$ cat src/rtl/dm4_route.sv
// dm4_route: one input AXI-Stream routed by s_TDEST to four outputs, each with a 2-entry FIFO.
// Optional DM4_ROUTE_DROP_EN adds per-output enable (en) and a dropped-packet counter (drop_cnt).
module dm4_route #(
    parameter int DATA_WIDTH = 32,
    parameter int TLAST_ARB  = 1
) (
    input  logic                  clk,
    input  logic                  rst,
    input  logic [DATA_WIDTH-1:0] s_TDATA,
    input  logic                  s_TVALID,
    output logic                  s_TREADY,
    input  logic                  s_TLAST,
    input  logic [1:0]            s_TDEST,
    output logic [DATA_WIDTH-1:0] o0_TDATA,
    output logic                  o0_TVALID,
    input  logic                  o0_TREADY,
    output logic                  o0_TLAST,
    output logic [DATA_WIDTH-1:0] o1_TDATA,
    output logic                  o1_TVALID,
    input  logic                  o1_TREADY,
    output logic                  o1_TLAST,
    output logic [DATA_WIDTH-1:0] o2_TDATA,
    output logic                  o2_TVALID,
    input  logic                  o2_TREADY,
    output logic                  o2_TLAST,
    output logic [DATA_WIDTH-1:0] o3_TDATA,
    output logic                  o3_TVALID,
    input  logic                  o3_TREADY,
    output logic                  o3_TLAST
`ifdef DM4_ROUTE_DROP_EN
    ,
    input  logic [3:0]            en,
    output logic [15:0]           drop_cnt
`endif
);

    typedef enum logic {IDLE, LOCKED} state_t;

    state_t                state, state_nx;
    logic [1:0]            dest_r, sel;
    logic                  en_sel, accept;
    logic [3:0]            o_rdy, vld, push, pop;
    logic [3:0]            wr_ptr, rd_ptr;
    logic [1:0]            occ  [4];
    logic [DATA_WIDTH:0]   mem  [4][2];
    logic [DATA_WIDTH:0]   head [4];

    assign o_rdy = {o3_TREADY, o2_TREADY, o1_TREADY, o0_TREADY};

`ifdef DM4_ROUTE_DROP_EN
    logic en_r;
    assign en_sel = (state == LOCKED) ? en_r : en[s_TDEST];
`else
    assign en_sel = 1'b1;
`endif

    // Ready depends only on registered occupancy and the route; gating with rst keeps it low in reset.
    always_comb begin
        sel      = (state == LOCKED) ? dest_r : s_TDEST;
        s_TREADY = rst & (~en_sel | (occ[sel] != 2'd2));
        accept   = s_TVALID & s_TREADY;
        for (int unsigned n = 0; n < 4; n++) begin
            vld[n]  = (occ[n] != 2'd0);
            pop[n]  = vld[n] & o_rdy[n];
            push[n] = accept & en_sel & (sel == 2'(n));
            head[n] = mem[n][rd_ptr[n]];
        end
    end

    always_comb begin
        state_nx = state;
        if (TLAST_ARB != 0 && accept) begin
            case (state)
                IDLE:    if (!s_TLAST) state_nx = LOCKED;
                LOCKED:  if (s_TLAST)  state_nx = IDLE;
                default: state_nx = IDLE;
            endcase
        end
    end

    always_ff @(posedge clk or negedge rst) begin
        if (!rst) begin
            state  <= IDLE;
            dest_r <= '0;
`ifdef DM4_ROUTE_DROP_EN
            en_r   <= 1'b0;
`endif
        end else begin
            state <= state_nx;
            if (state == IDLE && accept) begin
                dest_r <= s_TDEST;
`ifdef DM4_ROUTE_DROP_EN
                en_r   <= en[s_TDEST];
`endif
            end
        end
    end

    always_ff @(posedge clk or negedge rst) begin
        if (!rst) begin
            wr_ptr <= '0;
            rd_ptr <= '0;
            for (int unsigned n = 0; n < 4; n++) begin
                occ[n]    <= '0;
                mem[n][0] <= '0;
                mem[n][1] <= '0;
            end
        end else begin
            for (int unsigned n = 0; n < 4; n++) begin
                if (push[n]) begin
                    mem[n][wr_ptr[n]] <= {s_TLAST, s_TDATA};
                    wr_ptr[n]         <= ~wr_ptr[n];
                end
                if (pop[n]) rd_ptr[n] <= ~rd_ptr[n];
                case ({push[n], pop[n]})
                    2'b10:   occ[n] <= occ[n] + 2'd1;
                    2'b01:   occ[n] <= occ[n] - 2'd1;
                    default: occ[n] <= occ[n];
                endcase
            end
        end
    end

`ifdef DM4_ROUTE_DROP_EN
    always_ff @(posedge clk or negedge rst) begin
        if (!rst)
            drop_cnt <= '0;
        else if (accept && !en_sel && s_TLAST && drop_cnt != '1)
            drop_cnt <= drop_cnt + 16'd1;
    end
`endif

    assign o0_TVALID = vld[0];
    assign o0_TDATA  = head[0][DATA_WIDTH-1:0];
    assign o0_TLAST  = head[0][DATA_WIDTH];
    assign o1_TVALID = vld[1];
    assign o1_TDATA  = head[1][DATA_WIDTH-1:0];
    assign o1_TLAST  = head[1][DATA_WIDTH];
    assign o2_TVALID = vld[2];
    assign o2_TDATA  = head[2][DATA_WIDTH-1:0];
    assign o2_TLAST  = head[2][DATA_WIDTH];
    assign o3_TVALID = vld[3];
    assign o3_TDATA  = head[3][DATA_WIDTH-1:0];
    assign o3_TLAST  = head[3][DATA_WIDTH];

endmodule

$ cat config.mk
export PLATFORM = sky130hd
export DESIGN_NAME = dm4_route
export DESIGN_NICKNAME = d
export VERILOG_FILES = /design/src/rtl/dm4_route.sv
export SDC_FILE = /design/constraint.sdc
export NUM_CORES = 1
export LEC_CHECK = 0
export BUFFER_PORTS_ARGS = -buffer_cell sky130_fd_sc_hd__buf_2
export CORE_MARGIN = 2
export CORE_UTILIZATION = 55
export DETAILED_ROUTE_END_ITERATION = 12
export PLACE_DENSITY_LB_ADDON = 0.1
export SLEW_MARGIN = 20
export SYNTH_ARGS = -nofsm -noshare
export SYNTH_HDL_FRONTEND = slang
export SYNTH_SLANG_ARGS = --single-unit
export TNS_END_PERCENT = 100
$ cat constraint.sdc
create_clock -name clk -period 2.45 [get_ports clk]
set_clock_uncertainty 0.05 [all_clocks]
set_input_delay 0.245 -clock clk [delete_from_list [all_inputs] [get_ports clk]]
set_output_delay 0.245 -clock clk [all_outputs]
set_load 0.01 [all_outputs]
==> summary.txt, run 1 <==
Logic synthesis
  • Post-Syn Area per Cell: 15.5 µm²
  • Post-Synthesis Net Count: 848
  • Sequential fraction of the synthesis area: 0.569
  • Count of cell types in the netlist: 33
  • Yosys top cell by area: dfrtp_1
  • Top area cells in the synthesized netlist: dfrtp_1 (57%), mux2_2 (33%), mux2_4 (3.6%)
  • Cell count after synthesis: 802
  • Top cell type's share of synthesized area: 0.569
  • Warnings from Yosys: 0
  • Summed instance area of the synthesized netlist: 12,500 µm²
  • Register bit count reported by yosys: 283

Critical path
  • Endpoint type of the worst setup path: primary output
  • Crit path required time: 2.15 ns
  • Capture point of the critical path: s_TREADY
  • Largest fanout on the critical path: 4
  • Worst R2R Path Depth: 5
  • Worst flop-to-flop path endpoint: mem[153]
  • Worst EP arrival: 2.08 ns
  • Crit start category: flip-flop
  • Startpoint of the lowest-slack register-to-register path: state
  • Startpoint of the most critical setup path: state
  • Setup slack of the worst register-to-register path: 0.14 ns
  • Critical path type: reg2out

GRT
  • GRT Util Overall: 0.243
  • Number of antenna violations at the first check in global routing: 0
  • Wire length of the first global-routing pass: 45,400 µm
  • Pin count of the biggest net entering global routing: 137
  • Vias in the first global route: 8,153
  • Gr ovfl total: 0

Die
  • Die Y: 154 µm
  • Die area: 23,900 µm²
  • Die boundary width: 154 µm
  • Floorplan core area: 22,400 µm²
  • Boundary pin count: 179
  • Row cnt: 55
  • Starting Density: 0.555

CTS
  • Insertion delay of the later-clocked pin in the worst-skew pair: 0.54 ns
  • Number of clock sinks: 283
  • Cts bufs inserted: 30
  • CTS tree: yes
  • Buffer cell driving the clock tree root: clkbuf_16
  • H-tree lvl count: 1
  • Maximum number of buffers from clock root to sink: 3
  • Post-CTS clock slew at the launch and capture registers of the worst setup and hold paths: 0.06 ns

Outcome
  • Outcome: finished clean

Routing
  • Via-to-Cell Ratio: 5.54
  • WL final: 28,500 µm
  • DRC violation count after routing: 0
  • Total via count after detailed routing: 7,376
  • First DRT Iteration DRCs: 358
  • Number of iterations in the first detailed-routing pass: 5
  • Detailed-route wire length per cell: 21.4 µm
  • Antenna Violating Nets Remaining: 0

Power and ir drop
  • Leakage power figure: 7.38 nW
  • Part of the total power dissipated in sequential elements: 0.395
  • Share of power burned in the clock network: 0.207
  • Switching power: 6.84 mW
  • Total power draw: 21.3 mW
  • IR Drop Worst-Case VDD: 0.000960 V
  • Ratio of total power to cell area: 1400 nW/µm²
  • Power share of the combinational group: 0.398
  • Switch share: 0.322
  • Power Internal: 14.4 mW

Timing
  • Tcrit/Tclk final: 0.970
  • Actual transition at the worst max-transition pin: 0.753 ns
  • Final critical-path setup slack: 0.0741 ns
  • Worst relative slew slack: 0.498
  • Count of final max-slew check failures: 0
  • Setup TNS after final layout: 0 ns
  • Post-layout minimum cycle time: 2.38 ns
  • Worst Hold Slack: 0.0204 ns
  • Final number of hold-violating endpoints: 0
  • Maximum clock frequency: 421 MHz
  • Setup violations, final: 0

Layout
  • Diode count: 0
  • Area occupied by multi-input gates: 5180 µm²
  • Layout Nets: 1,071
  • Synthesis-to-layout area growth: 21.7%
  • Post-route core utilization: 0.676
  • Storage cell area: 7090 µm²
  • Final non-filler cell total: 1,331
  • Share of final-layout standard cells stronger than drive strength 1: 0.643
  • Filler Cells Inserted: 1,581
  • Post-route cell area: 15,200 µm²

Place
  • Final RePlAce weighted congestion: 0.820
  • Post-placement cell area: 13,900 µm²
  • Number of buffers added on ports: 178
  • Inst Count DP: 1,255
  • Minimum setup slack after placement: 0.111 ns
  • HPWL Detailed: 18,900 µm

Job
  • Max cap viols: 0

Hold path
  • Type of the tightest min-delay check: in2reg
## registers in the layout, indices dropped and copies added, names as in the netlist
name / flops
mem: 264
dest_r: 2
state: 1
rd_ptr: 4
wr_ptr: 4
occ: 8
## area by class of cell
cell class / instances / area share
clock buffers: 48 / 0.0613
clock inverters: 5 / 0.00330
inverters: 5 / 0.00124
multi-input cells: 471 / 0.342
flip-flops and latches: 283 / 0.468
well taps: 285 / 0.0235
repair buffers: 234 / 0.101
## synth_stat cells
library cell,number
mux2i_1,3
ha_1,4
and2_1,5
o21a_1,1
o2bb2ai_1,1
nand2b_1,2
o22a_1,1
nor2_1,10
o22ai_1,1
or2_1,1
inv_1,5
nor4_1,2
nor2b_1,3
mux2i_4,1
xor2_1,8
mux2_2,368
nor3_1,1
mux2_4,30
dfrtp_1,283
clkbuf_1,16
o31ai_1,1
buf_1,9
nor2_2,2
nand2_1,3
or2_2,4
a2111oi_0,1
nand3_1,2
buf_2,13
xnor2_1,12
buf_6,5
o41a_1,1
or4b_1,1
nand4b_1,2
## worst max-delay path, stage by stage (launching register included)
cell and delay (ns):
dfrtp_2 0.43, mux2i_4 0.29, buf_6 0.15, mux2i_1 0.28, nor2_1 0.07, o21a_1 0.19
buf_2 0.13
## cell usage in the layout (no fill, tap or decap), types with 2 or more instances in the layout
| cell type | netlist | routed |
|---|---|---|
| nand2_2 | 0 | 2 |
| nand2b_1 | 2 | 2 |
| buf_6 | 5 | 3 |
| or2_2 | 4 | 5 |
| clkbuf_1 | 16 | 8 |
| dfrtp_2 | 0 | 5 |
| dfrtp_1 | 283 | 278 |
| clkbuf_8 | 0 | 9 |
| nand4b_1 | 2 | 2 |
| xnor2_1 | 12 | 12 |
| inv_1 | 5 | 5 |
| xor2_1 | 8 | 8 |
| buf_2 | 13 | 177 |
| dlygate4sd3_1 | 0 | 22 |
| nor2_4 | 0 | 4 |
| mux2i_1 | 3 | 3 |
| clkbuf_16 | 0 | 31 |
| and2_1 | 5 | 5 |
| clkinv_2 | 0 | 4 |
| nor4_1 | 2 | 2 |
| buf_4 | 0 | 19 |
| ha_1 | 4 | 4 |
| mux2_2 | 368 | 367 |
| buf_12 | 0 | 12 |
| mux2_4 | 30 | 31 |
| nor2b_1 | 3 | 3 |
| nor2_1 | 10 | 7 |
| nand3_1 | 2 | 2 |
## how the worst min path moves through the flow
stage | depth (start not counted) | from | endpoint
2_1_floorplan | 0 | rst | dest_r[0]
3_3_place_gp | 2 | rst | wr_ptr[0]
3_5_place_dp | 1 | occ[5] | occ[5]
4_1_cts | 2 | s_TDATA[22] | mem[154]
5_1_grt | 3 | o1_TREADY | rd_ptr[1]
6_report | 2 | s_TDATA[25] | mem[157]
## routing by layer
layer,track usage,share of wire,up-vias
li1,-,-,3305
met1,0.316,0.42,3843
met2,0.423,0.51,186
met3,0.0518,0.053,42
met4,0.0507,0.017,0
met5,0,0,-
## power by group through the flow
stage	Clock (mW)	Sequential, mW	Combinational [mW]
after floorplan	0	7.73	5.84
after global placement	0	8.23	8.17
after detailed placement	0	8.46	8.42
after CTS	4.51	8.42	8.52
after global routing	4.70	8.71	9.09
final	4.41	8.41	8.47
## cell families (layout without fill, tap and decap cells)
logic type / after synthesis / count (layout) / synth area share
multiplexers: 402 / 402 / 0.373
AO/OA/AOI/OAI: 7 / 7 / 0.00472
buffers and inverters: 48 / 292 / 0.0188
flip-flops: 283 / 283 / 0.569
adder cells (fa/ha/maj): 4 / 4 / 0.00402
XOR/XNOR: 20 / 20 / 0.0141
AND/OR/NAND/NOR: 38 / 38 / 0.0169
## repair_timing
item,4_1_cts,5_1_grt
setup buffers,0,1
setup endpoints to repair,1,1
pin swaps,0,0
hold buffers,22,0
gates resized for setup,1,4
endpoints found under the hold margin,142,0
Power figures use the tool's default switching activity.
==> run 2, diff against run 1 <==
--- a/config.mk
+++ b/config.mk
@@ -7,6 +7,8 @@
 export LEC_CHECK = 0
 export BUFFER_PORTS_ARGS = -buffer_cell sky130_fd_sc_hd__buf_2
+export CAP_MARGIN = 25
 export CORE_MARGIN = 2
 export CORE_UTILIZATION = 55
+export CTS_BUF_LIST = sky130_fd_sc_hd__clkbuf_2
 export DETAILED_ROUTE_END_ITERATION = 12
 export PLACE_DENSITY_LB_ADDON = 0.1
--- a/constraint.sdc
+++ b/constraint.sdc
@@ -3,3 +3,3 @@
 set_input_delay 0.245 -clock clk [delete_from_list [all_inputs] [get_ports clk]]
 set_output_delay 0.245 -clock clk [all_outputs]
-set_load 0.01 [all_outputs]
+set_load 0.05 [all_outputs]
==> summary.txt, run 2 (synthesized netlist as in run 1, its figures left out) <==
GRT
  • Gr ovfl total: 0 (unchanged)
  • Vias in the first global route: 8,568 (+5.1%)
  • Wire length of the first global-routing pass: 46,700 µm (+2.8%)
  • GRT Util Overall: 0.250 (+0.00729)
  • Number of antenna violations at the first check in global routing: 1 (+1)
  • Pin count of the biggest net entering global routing: 158 (+15%)

CTS
  • Number of clock sinks: 283 (unchanged)
  • Insertion delay of the later-clocked pin in the worst-skew pair: 0.80 ns (+0.26 ns)
  • H-tree lvl count: 3 (+2)
  • Post-CTS clock slew at the launch and capture registers of the worst setup and hold paths: 0.10 ns (+0.04 ns)
  • Maximum number of buffers from clock root to sink: 3 (unchanged)
  • Cts bufs inserted: 73 (+140%)
  • CTS tree: yes
  • Buffer cell driving the clock tree root: clkbuf_2

Critical path
  • Startpoint of the lowest-slack register-to-register path: state
  • Worst flop-to-flop path endpoint: dest_r[1]
  • Endpoint type of the worst setup path: primary output
  • Series of cell instances along the critical path: mux2i_4, buf_6, mux2_4, nor2_2, o21a_1, buf_6
  • Largest fanout on the critical path: 3 (-1)
  • Depth of the critical timing path with buffers and inverters included: 6 (unchanged)
  • Cell with the largest stage delay on the worst path: dfrtp_2
  • Crit path required time: 2.15 ns (about the same)
  • Critical path type: reg2out
  • Number of buffers and inverters on the critical path: 2 (unchanged)
  • Critical Path Max Stage Delay: 0.42 ns (about the same)
  • Most used cell along the critical path: buf_6
  • Worst R2R Path Depth: 7 (+2)
  • Crit start category: flip-flop
  • Worst EP arrival: 2.30 ns (+0.22 ns)
  • Setup slack of the worst register-to-register path: 0.03 ns (-0.11 ns)
  • Crit path max-delay family: multiplexers

Outcome
  • Violations in the final reports: negative setup slack
  • Outcome: finished with violations

Layout
  • Final non-filler cell total: 1,440 (+8.2%)
  • Area occupied by multi-input gates: 5280 µm² (+2.0%)
  • Post-route core utilization: 0.702 (+0.0268)
  • Commonest cells after routing, fill and taps aside: mux2_2 (342), dfrtp_1 (278), buf_2 (146)
  • Flip-flop count of the largest register after layout: 264 (unchanged)
  • Synthesis-to-layout area growth: 26.5%
  • Register with the most flip-flops: mem
  • Regs by FF count: mem (264), occ (8)
  • Layout Nets: 1,155 (+7.8%)
  • Share of final-layout standard cells stronger than drive strength 1: 0.662 (+0.0186)
  • Storage cell area: 7100 µm² (+0.11%)
  • Filler Cells Inserted: 1,575 (-0.38%)
  • Commonest non-fill, non-tap cell in the layout: mux2_2

Routing
  • Total via count after detailed routing: 7,782 (+5.5%)
  • Via-to-Cell Ratio: 5.40 (-2.5%)
  • Number of iterations in the first detailed-routing pass: 4 (-1)
  • WL final: 29,900 µm (+5.1%)
  • DRC violation count after routing: 0 (unchanged)
  • Detailed-route wire length per cell: 20.8 µm (-2.8%)
  • Antenna Violating Nets Remaining: 0 (unchanged)
  • First DRT Iteration DRCs: 303 (-15%)

Timing
  • Maximum clock frequency: 385 MHz (-8.4%)
  • Final number of hold-violating endpoints: 0 (unchanged)
  • Worst Hold Slack: 0.0785 ns (+0.0581 ns)
  • Post-layout minimum cycle time: 2.59 ns (+0.218 ns)
  • Setup violations, final: 1 (+1)
  • Actual transition at the worst max-transition pin: 0.937 ns (+0.184 ns)
  • Worst relative slew slack: 0.375 (-0.123)
  • Unrepaired setup endpoints after global routing: yes
  • Final critical-path setup slack: -0.144 ns (-0.218 ns)
  • Count of final max-slew check failures: 0 (unchanged)
  • Tcrit/Tclk final: 1.06 (+0.0891)

Place
  • Minimum setup slack after placement: 0.118 ns (+0.00741 ns)
  • Inst Count DP: 1,255 (unchanged)
  • HPWL Detailed: 18,400 µm (-2.5%)
  • Number of buffers added on ports: 178 (unchanged)
  • Final RePlAce weighted congestion: 0.811 (-1.1%)

Die
  • Die Y: 154 µm (unchanged)
  • Boundary pin count: 179 (unchanged)
  • Die boundary width: 154 µm (unchanged)
  • Floorplan core area: 22,400 µm² (unchanged)
  • Die area: 23,900 µm² (unchanged)
  • Row cnt: 55 (unchanged)
  • Starting Density: 0.555 (unchanged)

Job
  • Max cap viols: 0 (unchanged)

Hold path
  • Type of the tightest min-delay check: in2async
[run 2: changes by cell type in the layout (fill, tap and decap cells not counted), sizes merged]
| cell | change |
|---|---|
| bufinv | +1 |
| dlygate4sd3 | +21 |
| clkinvlp | +1 |
| clkinv | +4 |
| clkbuf | +66 |
| inv | +2 |
| buf | +13 |
| diode | +1 |
[run 2: worst max path at each step]
stage           from       end  slack (ns)
2_1_floorplan  state  mem[134]        0.17
3_3_place_gp   state  mem[121]        0.15
3_5_place_dp   state  mem[135]        0.12
4_1_cts        state  s_TREADY       -0.19
5_1_grt        state  s_TREADY       -0.28
6_report       state  s_TREADY       -0.14
[run 2: what timing repair did]
action / 4_1_cts / 5_1_grt
setup endpoints to repair: 70 / 101
setup buffers: 10 / 2
gates resized for setup: 10 / 148
endpoints found under the hold margin: 485 / 0
pin swaps: 0 / 3
hold buffers: 43 / 0
cloned: 0 / 8
[run 2: worst reg2reg max path: stages, from the launching register on]
cell and delay (ns):
dfrtp_2 0.42, buf_4 0.15, mux2_2 0.34, buf_4 0.16
and2_1 0.14, o41a_1 0.31, o22a_1 0.19, dlygate4sd3_1 0.55
[run 2: routing by layer]
layer,global-route usage,routed length [µm],vias up
met5,0,0,-
met4,0.0763,628,0
met3,0.0717,1510,50
met2,0.414,14800,187
met1,0.322,13000,4029
li1,-,-,3516
[run 2: final cells by class]
type,instances,share of cell area
Sequential cell,283,0.450
Timing Repair Buffer,275,0.150
Tap cell,285,0.0226
Clock buffer,107,0.0340
Inverter,5,0.00119
Multi-Input combinational cell,471,0.335
Clock inverter,13,0.00675
Antenna cell,1,0.000159
[run 2: per-stage QoR]
stage / setup TNS [ns] / cell area [µm²]
floorplan: 0 / 12500
global placement: 0 / 13900
detailed placement: 0 / 13900
CTS: -0.193 / 15100
global route: -2.87 / 15800
finish: -0.144 / 15800
Power of run 2 is not shown: default switching activity piles up to over one toggle a cycle in this logic, so the estimate is an artifact.
